[src/rtl/axis_sa_y_serializer.sv]
// Wide-to-narrow AXI-Stream serializer for systolic-array result beats: R words per beat out one per cycle, word 0 first.
// Optional beat-count length check (len_err port) is enabled with `define AXIS_YSER_LEN_CHECK_EN.
module axis_sa_y_serializer #(
  parameter int R     = 2,
  parameter int WY    = 17,
  parameter int BEATS = 2
) (
  input  logic            clk,
  input  logic            rstn,
  input  logic            s_valid,
  output logic            s_ready,
  input  logic [R*WY-1:0] s_data,
  input  logic [R-1:0]    s_keep,
  input  logic            s_last,
  output logic            m_valid,
  input  logic            m_ready,
  output logic [WY-1:0]   m_data,
  output logic            m_last
`ifdef AXIS_YSER_LEN_CHECK_EN
  ,
  output logic            len_err
`endif
);

  // Handshakes: a beat/word transfers on a rising clk edge where valid && ready;
  // a valid source holds its payload stable until that edge.
  localparam int IW = (R > 1) ? $clog2(R) : 1;

  typedef enum logic {EMPTY = 1'b0, SEND = 1'b1} state_t;

  state_t          state_q, state_d;
  logic [R*WY-1:0] buf_q, buf_d;
  logic            buf_last_q, buf_last_d;
  logic [IW-1:0]   lidx_q, lidx_d;
  logic [IW-1:0]   idx_q, idx_d, idx_n;
  logic            m_valid_d, m_last_d;
  logic [WY-1:0]   m_data_d;
  logic            ready_c, accept, at_last;
  logic [WY-1:0]   buf_w [R];

  // Index of the highest set keep bit; an all-zero keep still sends word 0.
  function automatic logic [IW-1:0] last_idx(input logic [R-1:0] keep);
    logic [IW-1:0] li;
    li = '0;
    for (int i = 0; i < R; i++)
      if (keep[i]) li = IW'(i);
    return li;
  endfunction

  always_comb begin
    for (int i = 0; i < R; i++) buf_w[i] = buf_q[i*WY +: WY];
  end

  always_comb begin
    state_d    = state_q;
    buf_d      = buf_q;
    buf_last_d = buf_last_q;
    lidx_d     = lidx_q;
    idx_d      = idx_q;
    m_valid_d  = m_valid;
    m_data_d   = m_data;
    m_last_d   = m_last;
    ready_c    = 1'b0;
    idx_n      = idx_q + 1'b1;
    at_last    = (idx_q == lidx_q);
    case (state_q)
      EMPTY: ready_c = 1'b1;
      SEND: begin
        if (m_valid && m_ready) begin
          if (!at_last) begin
            idx_d    = idx_n;
            m_data_d = buf_w[idx_n];
            m_last_d = buf_last_q && (idx_n == lidx_q);
          end else begin
            // Final word leaving: take the next beat in the same cycle to avoid a bubble.
            ready_c = 1'b1;
            if (!s_valid) begin
              state_d   = EMPTY;
              m_valid_d = 1'b0;
              m_last_d  = 1'b0;
            end
          end
        end
      end
      default: state_d = EMPTY;
    endcase
    accept = s_valid && ready_c;
    if (accept) begin
      state_d    = SEND;
      buf_d      = s_data;
      buf_last_d = s_last;
      lidx_d     = last_idx(s_keep);
      idx_d      = '0;
      m_valid_d  = 1'b1;
      m_data_d   = s_data[WY-1:0];
      m_last_d   = s_last && (last_idx(s_keep) == '0);
    end
  end

  assign s_ready = rstn && ready_c;

  always_ff @(posedge clk) begin
    if (!rstn) begin
      state_q    <= EMPTY;
      buf_q      <= '0;
      buf_last_q <= 1'b0;
      lidx_q     <= '0;
      idx_q      <= '0;
      m_valid    <= 1'b0;
      m_data     <= '0;
      m_last     <= 1'b0;
    end else begin
      state_q    <= state_d;
      buf_q      <= buf_d;
      buf_last_q <= buf_last_d;
      lidx_q     <= lidx_d;
      idx_q      <= idx_d;
      m_valid    <= m_valid_d;
      m_data     <= m_data_d;
      m_last     <= m_last_d;
    end
  end

`ifdef AXIS_YSER_LEN_CHECK_EN
  logic [15:0] cnt_q;
  logic        cnt_hit;

  assign cnt_hit = (int'(cnt_q) + 1) == BEATS;

  // Flags a last beat arriving early/late, or a packet running past BEATS without last.
  always_ff @(posedge clk) begin
    if (!rstn) begin
      cnt_q   <= '0;
      len_err <= 1'b0;
    end else begin
      len_err <= accept && (s_last ? !cnt_hit : cnt_hit);
      if (accept) cnt_q <= s_last ? '0 : cnt_q + 16'd1;
    end
  end
`else
  logic unused_beats;
  assign unused_beats = (BEATS != 0);
`endif

endmodule

[config.mk]
export PLATFORM = sky130hd
export DESIGN_NAME = axis_sa_y_serializer
export DESIGN_NICKNAME = d
export VERILOG_FILES = /design/src/rtl/axis_sa_y_serializer.sv
export SDC_FILE = /design/constraint.sdc
export NUM_CORES = 1
export LEC_CHECK = 0
export ABC_AREA = 1
export CORE_MARGIN = 5
export CORE_UTILIZATION = 50
export DETAILED_ROUTE_END_ITERATION = 7
export GPL_TIMING_DRIVEN = 0
export PLACE_DENSITY = 0.87
export SLEW_MARGIN = 0
export SYNTH_ARGS = -nofsm -noshare
export SYNTH_HDL_FRONTEND = slang
export SYNTH_SLANG_ARGS = --single-unit
[constraint.sdc]
create_clock -name clk -period 1.8 [get_ports clk]
set_input_delay 0.18 -clock clk [delete_from_list [all_inputs] [get_ports clk]]
set_output_delay 0.18 -clock clk [all_outputs]
set_load 0.1 [all_outputs]
==> key figures <==
Final layout
  – Commonest non-fill, non-tap cell in the layout: nand2_1
  – Diode count: 0
  – Commonest cells after routing, fill and taps aside: nand2_1 (76), nor2_1 (72), dfxtp_1 (54)
  – Fraction of layout cells with a size suffix above 1: 0.161
  – Final Core Density: 0.696
  – Area grow syn2layout: 33.8%
  – Final Net Count: 476
  – Final Instance Count excl. Fillers: 510

Clocking
  – CTS Root Cell: clkbuf_8
  – Total CTS buffers: 9
  – CTS tree: built
  – H-Tree Level Count: 3
  – Skew-Pair Late Insertion Delay: between 300 and 400 ps
  – Reg clk slew, reported paths: 70 ps
  – Clock sinks: 57
  – Clock buffer depth: 2

Timing
  – Setup violators final: 0
  – Min cycle time layout: 1720 ps
  – Worst relative slew slack: 0.353
  – Worst-margin pin slew: a little under 1000 ps
  – Fin Clk Skew: 5.59 ps
  – Max frequency: 581 MHz
  – Final count of hold timing violations: 0
  – Unrepaired setup endpoints after global routing: false
  – Slew Viols, Final: 0
  – Fin crit share: 0.955
  – WHS: 273 ps

Place
  – Dpl cells: 490
  – Port bufs: 58
  – GP Congestion: 0.911
  – HPWL Detailed: 5.05 mm

Synthesis
  – Sequential area share after synthesis: 0.427
  – Syn avg cell area: approximately 7.4 sq um
  – Synth Net Count: 403
  – Synth cell types: 22
  – Synthesized area: 0.00267 sq mm
  – Synth top area cells: dfxtp_1 (43%), nand2_1 (11%), nor2_1 (10%), mux2i_1 (6.4%), a21oi_2 (6.2%)
  – Top cell type's share of synthesized area: 0.427
  – YS warnings: 0
  – Leading area contributor after synthesis: dfxtp_1
  – Post-Syn Instances: ~360
  – Number of synthesized register bits: 57

Setup path
  – Worst Path Class, Setup: register to primary output
  – Crit path DAT: 1540 ps
  – Startpoint types: register
  – FF-to-FF path depth: 10
  – Maximum fanout along the worst path: 11
  – Crit path capture type: primary output
  – Worst Path Required: 1620 ps

Global routing
  – First-pass GRT wire length: 11.9 mm
  – GRT Total Usage: 0.215
  – Initial antenna violation count: 0
  – GR Overflow Total: 0
  – Vias in the first global route: 2579
  – Largest net degree at the start of global routing: 11

Detailed routing
  – Wire length per cell: between 10 and 15 um
  – Vias per cell: 5.20
  – Via count: 2653
  – Initial DRC count: roughly 230
  – DRC viols: 0
  – DRT antenna net count: 0
  – Total Wirelength: 7.29 mm
  – Pre-antenna DRT Iters: 6

Hold path
  – Worst Hold Class: input pin to register
  – Hold path cells: 3

Floorplan
  – I/O pins: between 60 and 70
  – Starting Density: 0.520
  – Core Area: 0.00514 sq mm
  – Num rows: 26
  – Die Width: 83.1 um
  – Die height: 83.1 um
  – Die area: 0.00691 sq mm

Power
  – Power, Total: 3.50 mW
  – PwrDens: 979 mW/mm^2
  – Leakage: roughly 1.6 nW
  – Worst vdd ir: just under 0.6 mV

Flow run
  – Max-cap viol count: 0

Outcome
  – Status: completed
==> power by group <==
part,switching (mW),internal (mW)
registers,0.0540,1.36
logic,0.615,0.282
clock network,0.517,0.672
total,1.19,2.32
==> cells in the mapped netlist (all sizes together) <==
library cell and n:
inv 29, nor2 73, nor3 1, buf 15, dfxtp 57, clkbuf 8, a21oi 37, o21ai 21
mux2i 17, xnor2 1, nand2 81, nand3 22
==> repair_timing <==
item                       CTS  global route
gates resized for setup     33             0
hold buffers                 0             0
setup endpoints to repair   20             1
gates cloned                 0             0
buffers inserted             1             4
pin swaps                    2             1
hold endpoints to repair     0             0
==> metal layers <==
metal / GRT usage / wire length [um] / up-vias
li1: - / - / 1295
met1: 0.243 / 2890 / 1203
met2: 0.360 / 3620 / 129
met3: 0.0564 / 537 / 26
met4: 0.132 / 243 / 0
met5: 0 / 0 / -
==> per-stage QoR <==
stage / worst slack, ps / TNS [ps] / area (sq um)
floorplan: -9.55 / -9.55 / 2690
global placement: -913 / -1680 / 3360
detailed placement: -930 / -1920 / 3360
CTS: -36.6 / -36.6 / 3570
global route: 22.2 / 0 / 3580
finish: 80.1 / 0 / 3580
==> flip-flops by register name (all words and copies together), names as in the netlist <==
name	cells
state_q	1
lidx_q	1
idx_q	1
buf_last_q	1
m_valid	1
m_last	1
m_data	17
buf_q	34
==> path summary, 6_finish.rpt <==
path / startpoint / to / slack, ps
worst max-delay path: idx_q / s_ready / 80
worst min register to register: buf_q[7] / buf_q[7] / 460
worst min-delay path: rstn / buf_q[17] / 270
worst max register to register: m_valid / m_data[3] / 110
==> cells by family after synthesis <==
kind of cell / synth area share
and+or+nand+nor: 0.269
DFF: 0.427
buffers and inverters: 0.102
xor gates and xnor gates: 0.00328
AOI/OAI and AO/OA: 0.135
muxes: 0.0637
==> critical path: stages, from the launching register on <==
cell and delay, ps:
dfxtp_2 330, buf_6 110, nand2_1 70, nand3_2 100, nand2_4 110, buf_8 170
inv_4 40, nor2_4 90, buf_12 180
==> final cells by class <==
type | count | area (sq um)
inverters | 29 | 114
repair buffers | 63 | 604
multi-input cells | 253 | 1270
flip-flops and latches | 57 | 1150
well taps | 70 | 87.6
clock buffers | 11 | 141
clock inverters | 5 | 55.1
plain buffers | 22 | 154
fillers | 435 | 1560
No activity file was read; power rests on OpenSTA's default activity.
==> edit (same settings) <==
Change the parameter `R` from 2 to 1.
--- a/src/rtl/axis_sa_y_serializer.sv
+++ b/src/rtl/axis_sa_y_serializer.sv
@@ -1,7 +1,7 @@
 // Wide-to-narrow AXI-Stream serializer for systolic-array result beats: R words per beat out one per cycle, word 0 first.
 // Optional beat-count length check (len_err port) is enabled with `define AXIS_YSER_LEN_CHECK_EN.
 module axis_sa_y_serializer #(
-  parameter int R     = 2,
+  parameter int R     = 1,
   parameter int WY    = 17,
   parameter int BEATS = 2
 ) (
Ports: changed (resized s_data and s_keep); port bits go from 61 to 43. The function was not compared with the original's and may differ.
==> edit against the unedited design <==
- routed wire length is 55% lower
- power is 34% lower
- combinational power is 29% lower
- area after synthesis is 37% lower
- register-to-register slack better by 0.32 ns
- sequential cell count is 18 lower
- cell area is 37% lower
- setup slack worse by 0.010 ns
- utilization is 1.8 points lower
- critical endpoint is now m_data[11]
- clock skew is 0.0045 ns higher
- highest routed layer unchanged
==> edit: results (changes against the unedited design) <==
Run status = complete, no violations
Worst hold path class = primary input to flip-flop
Post-synthesis sequential area ratio = 0.4629 (+0.03594)
Dpl hpwl = 2502 um (-50%)
Compound-cell area share of the yosys netlist = 0.1684 (+0.03310)
Syn Inst Count = 228 (-37%)
Iter 0 DRT Violations = 84 (-64%)
Crit-path max cell delay = 0.86 ns (+0.53 ns)
Final nets = 298 (-37%)
Vias in the first global route = 1402 (-46%)
H-tree levels = 2 (-1)
Total GRT Usage = 0.1693 (-0.04587)
Top Registers = buf_q x17, m_data x17
Global-route wire length before repair = 5802 um (-51%)
Reg clk slew, reported paths = 0.11 ns (+0.04 ns)
Syn nets = 251 (-38%)
Drt via density = 4.488 (-14%)
Drt first pass iters = 4 (-2)
Leakage power = 1.154 nW (-26%)
Synth top area cells = dfxtp_1 46%, inv_1 12%, nand2_1 12%, o21ai_2 8.8%, a21oi_1 5.6%
Filler instances = 308 (-29%)
Yosys cell types = 19 (-14%)
VDD IR max = 0.5710 mV (-2.4%)
XOR/XNOR Fraction of Synth Area = 0 (-0.003277)
Worst hold endpoint = buf_q[9]
P_sw = 0.0007711 W (-35%)
Reg2reg setup slack = 0.43 ns (+0.32 ns)
Skew final = 0.01005 ns (+0.004457 ns)
Crit path max fanout = 2 (-9)
Final GP Congestion = 0.7661 (-16%)
Via Count = 1445 (-46%)
R2R cell count = 7 (-3)
Hold Vio Cnt, Final = 0 (unchanged)
Cell Area, Placed = 0.002163 mm^2 (-36%)
Synth top cells by count = 56 x inv_1, 56 x nand2_1, 39 x dfxtp_1
PortBufs = 41 (-29%)
CTS root buf = clkbuf_4
Largest net degree at the start of global routing = 19 (+8)
Share of post-route cells with drive strength above 1 = 0.1449 (-0.01644)
Initial antenna violation count = 0 (unchanged)
Hold slack = 0.4672 ns (+0.1940 ns)
Slowest-stage cell, CP = dlygate4sd2_1
Clock latency on the worst-skew pair = 0.34 ns (about the same)
Critical path's top delay family = buffers and inverters
Fraction of synthesized area in multiplexers = 0 (-0.06367)
Avg WL per Cell = 10.24 um (-28%)
Hold_sp = s_data[9]
Max-slew headroom = 0.3468 (-0.006397)
Total CTS buffers = 5 (-4)
Reg2Reg Capture Point = m_data[15]
Reg-to-Reg Start = state_q
==> edit: changes by cell type in the layout (fill, tap and decap cells not counted), moves of 7 or more <==
cell | before | now
a21oi_2 | 19 | 0
clkbuf_1 | 8 | 1
clkbuf_8 | 10 | 0
clkdlybuf4s15_1 | 0 | 7
clkdlybuf4s50_1 | 38 | 21
dfxtp_1 | 54 | 38
dlygate4sd2_1 | 19 | 12
inv_1 | 24 | 56
mux2i_1 | 17 | 0
nand2_1 | 76 | 56
nand3_1 | 20 | 3
nor2_1 | 72 | 17
o21ai_0 | 19 | 3
o21ai_2 | 0 | 17
==> edit: routing by layer <==
metal | GRT usage | vias to the layer above | wire length (um)
met5 | 0 | - | 0
met1 | 0.1729 | 637 | 1426
met3 | 0.05911 | 6 | 162
met2 | 0.3045 | 29 | 1648
met4 | 0.08189 | 0 | 60
li1 | - | 773 | -
==> edit: kinds of logic (layout without fill, tap and decap cells) <==
logic type,count (synthesis),after routing
flip-flops,39,39
AND/OR/NAND/NOR,82,82
AO/OA/AOI/OAI,41,41
buffers and inverters,66,114
==> edit: area by class of cell <==
type / count / share of cell area
inverters: 58 / 0.09816
plain buffers: 7 / 0.02789
clock buffers: 6 / 0.01840
well taps: 46 / 0.02566
flip-flops and latches: 39 / 0.3486
clock inverters: 2 / 0.02677
repair buffers: 41 / 0.1751
multi-input cells: 123 / 0.2794
==> edit: how the worst max path moves through the flow <==
stage | start | endpoint
after CTS | m_data[5] | m_data[5]
after global routing | m_data[10] | m_data[10]
after detailed placement | rstn | s_ready
after floorplan | m_valid | m_data[10]
final | m_data[11] | m_data[11]
after global placement | rstn | s_ready
==> edit: per-stage QoR <==
stage	utilization	total power (W)	worst slack (ns)
after detailed placement	0.6534	0.001651	-0.9434
final	0.6776	0.002315	0.06990
after global placement	0.6534	0.001638	-0.9364
after CTS	0.6750	0.002339	0.03557
after floorplan	-	0.001476	0.1801
after global routing	0.6776	0.002443	0.001178
==> edit: repair_timing <==
item                                    in CTS  in global routing
pin swaps                                    0                  0
gates resized for setup                     25                  7
hold buffers                                 0                  0
setup buffers                                0                  0
endpoints found under the setup margin      20                  7
==> edit: worst reg2reg max path, delay by kind of cell, from the launching register on <==
| family | cells | cell delay (ns) |
|---|---|---|
| DFF | 1 | 0.36 |
| AOI/OAI and AO/OA | 2 | 0.38 |
| buffers and inverters | 3 | 0.35 |
| and+or+nand+nor | 2 | 0.21 |
==> edit: power groups by stage <==
stage | combinational [W] | sequential [W] | clock (W)
floorplan | 0.000237 | 0.00124 | 0
global placement | 0.000659 | 0.000979 | 0
detailed placement | 0.000669 | 0.000982 | 0
CTS | 0.000644 | 0.000961 | 0.000734
global route | 0.000696 | 0.000970 | 0.000778
finish | 0.000641 | 0.000961 | 0.000713
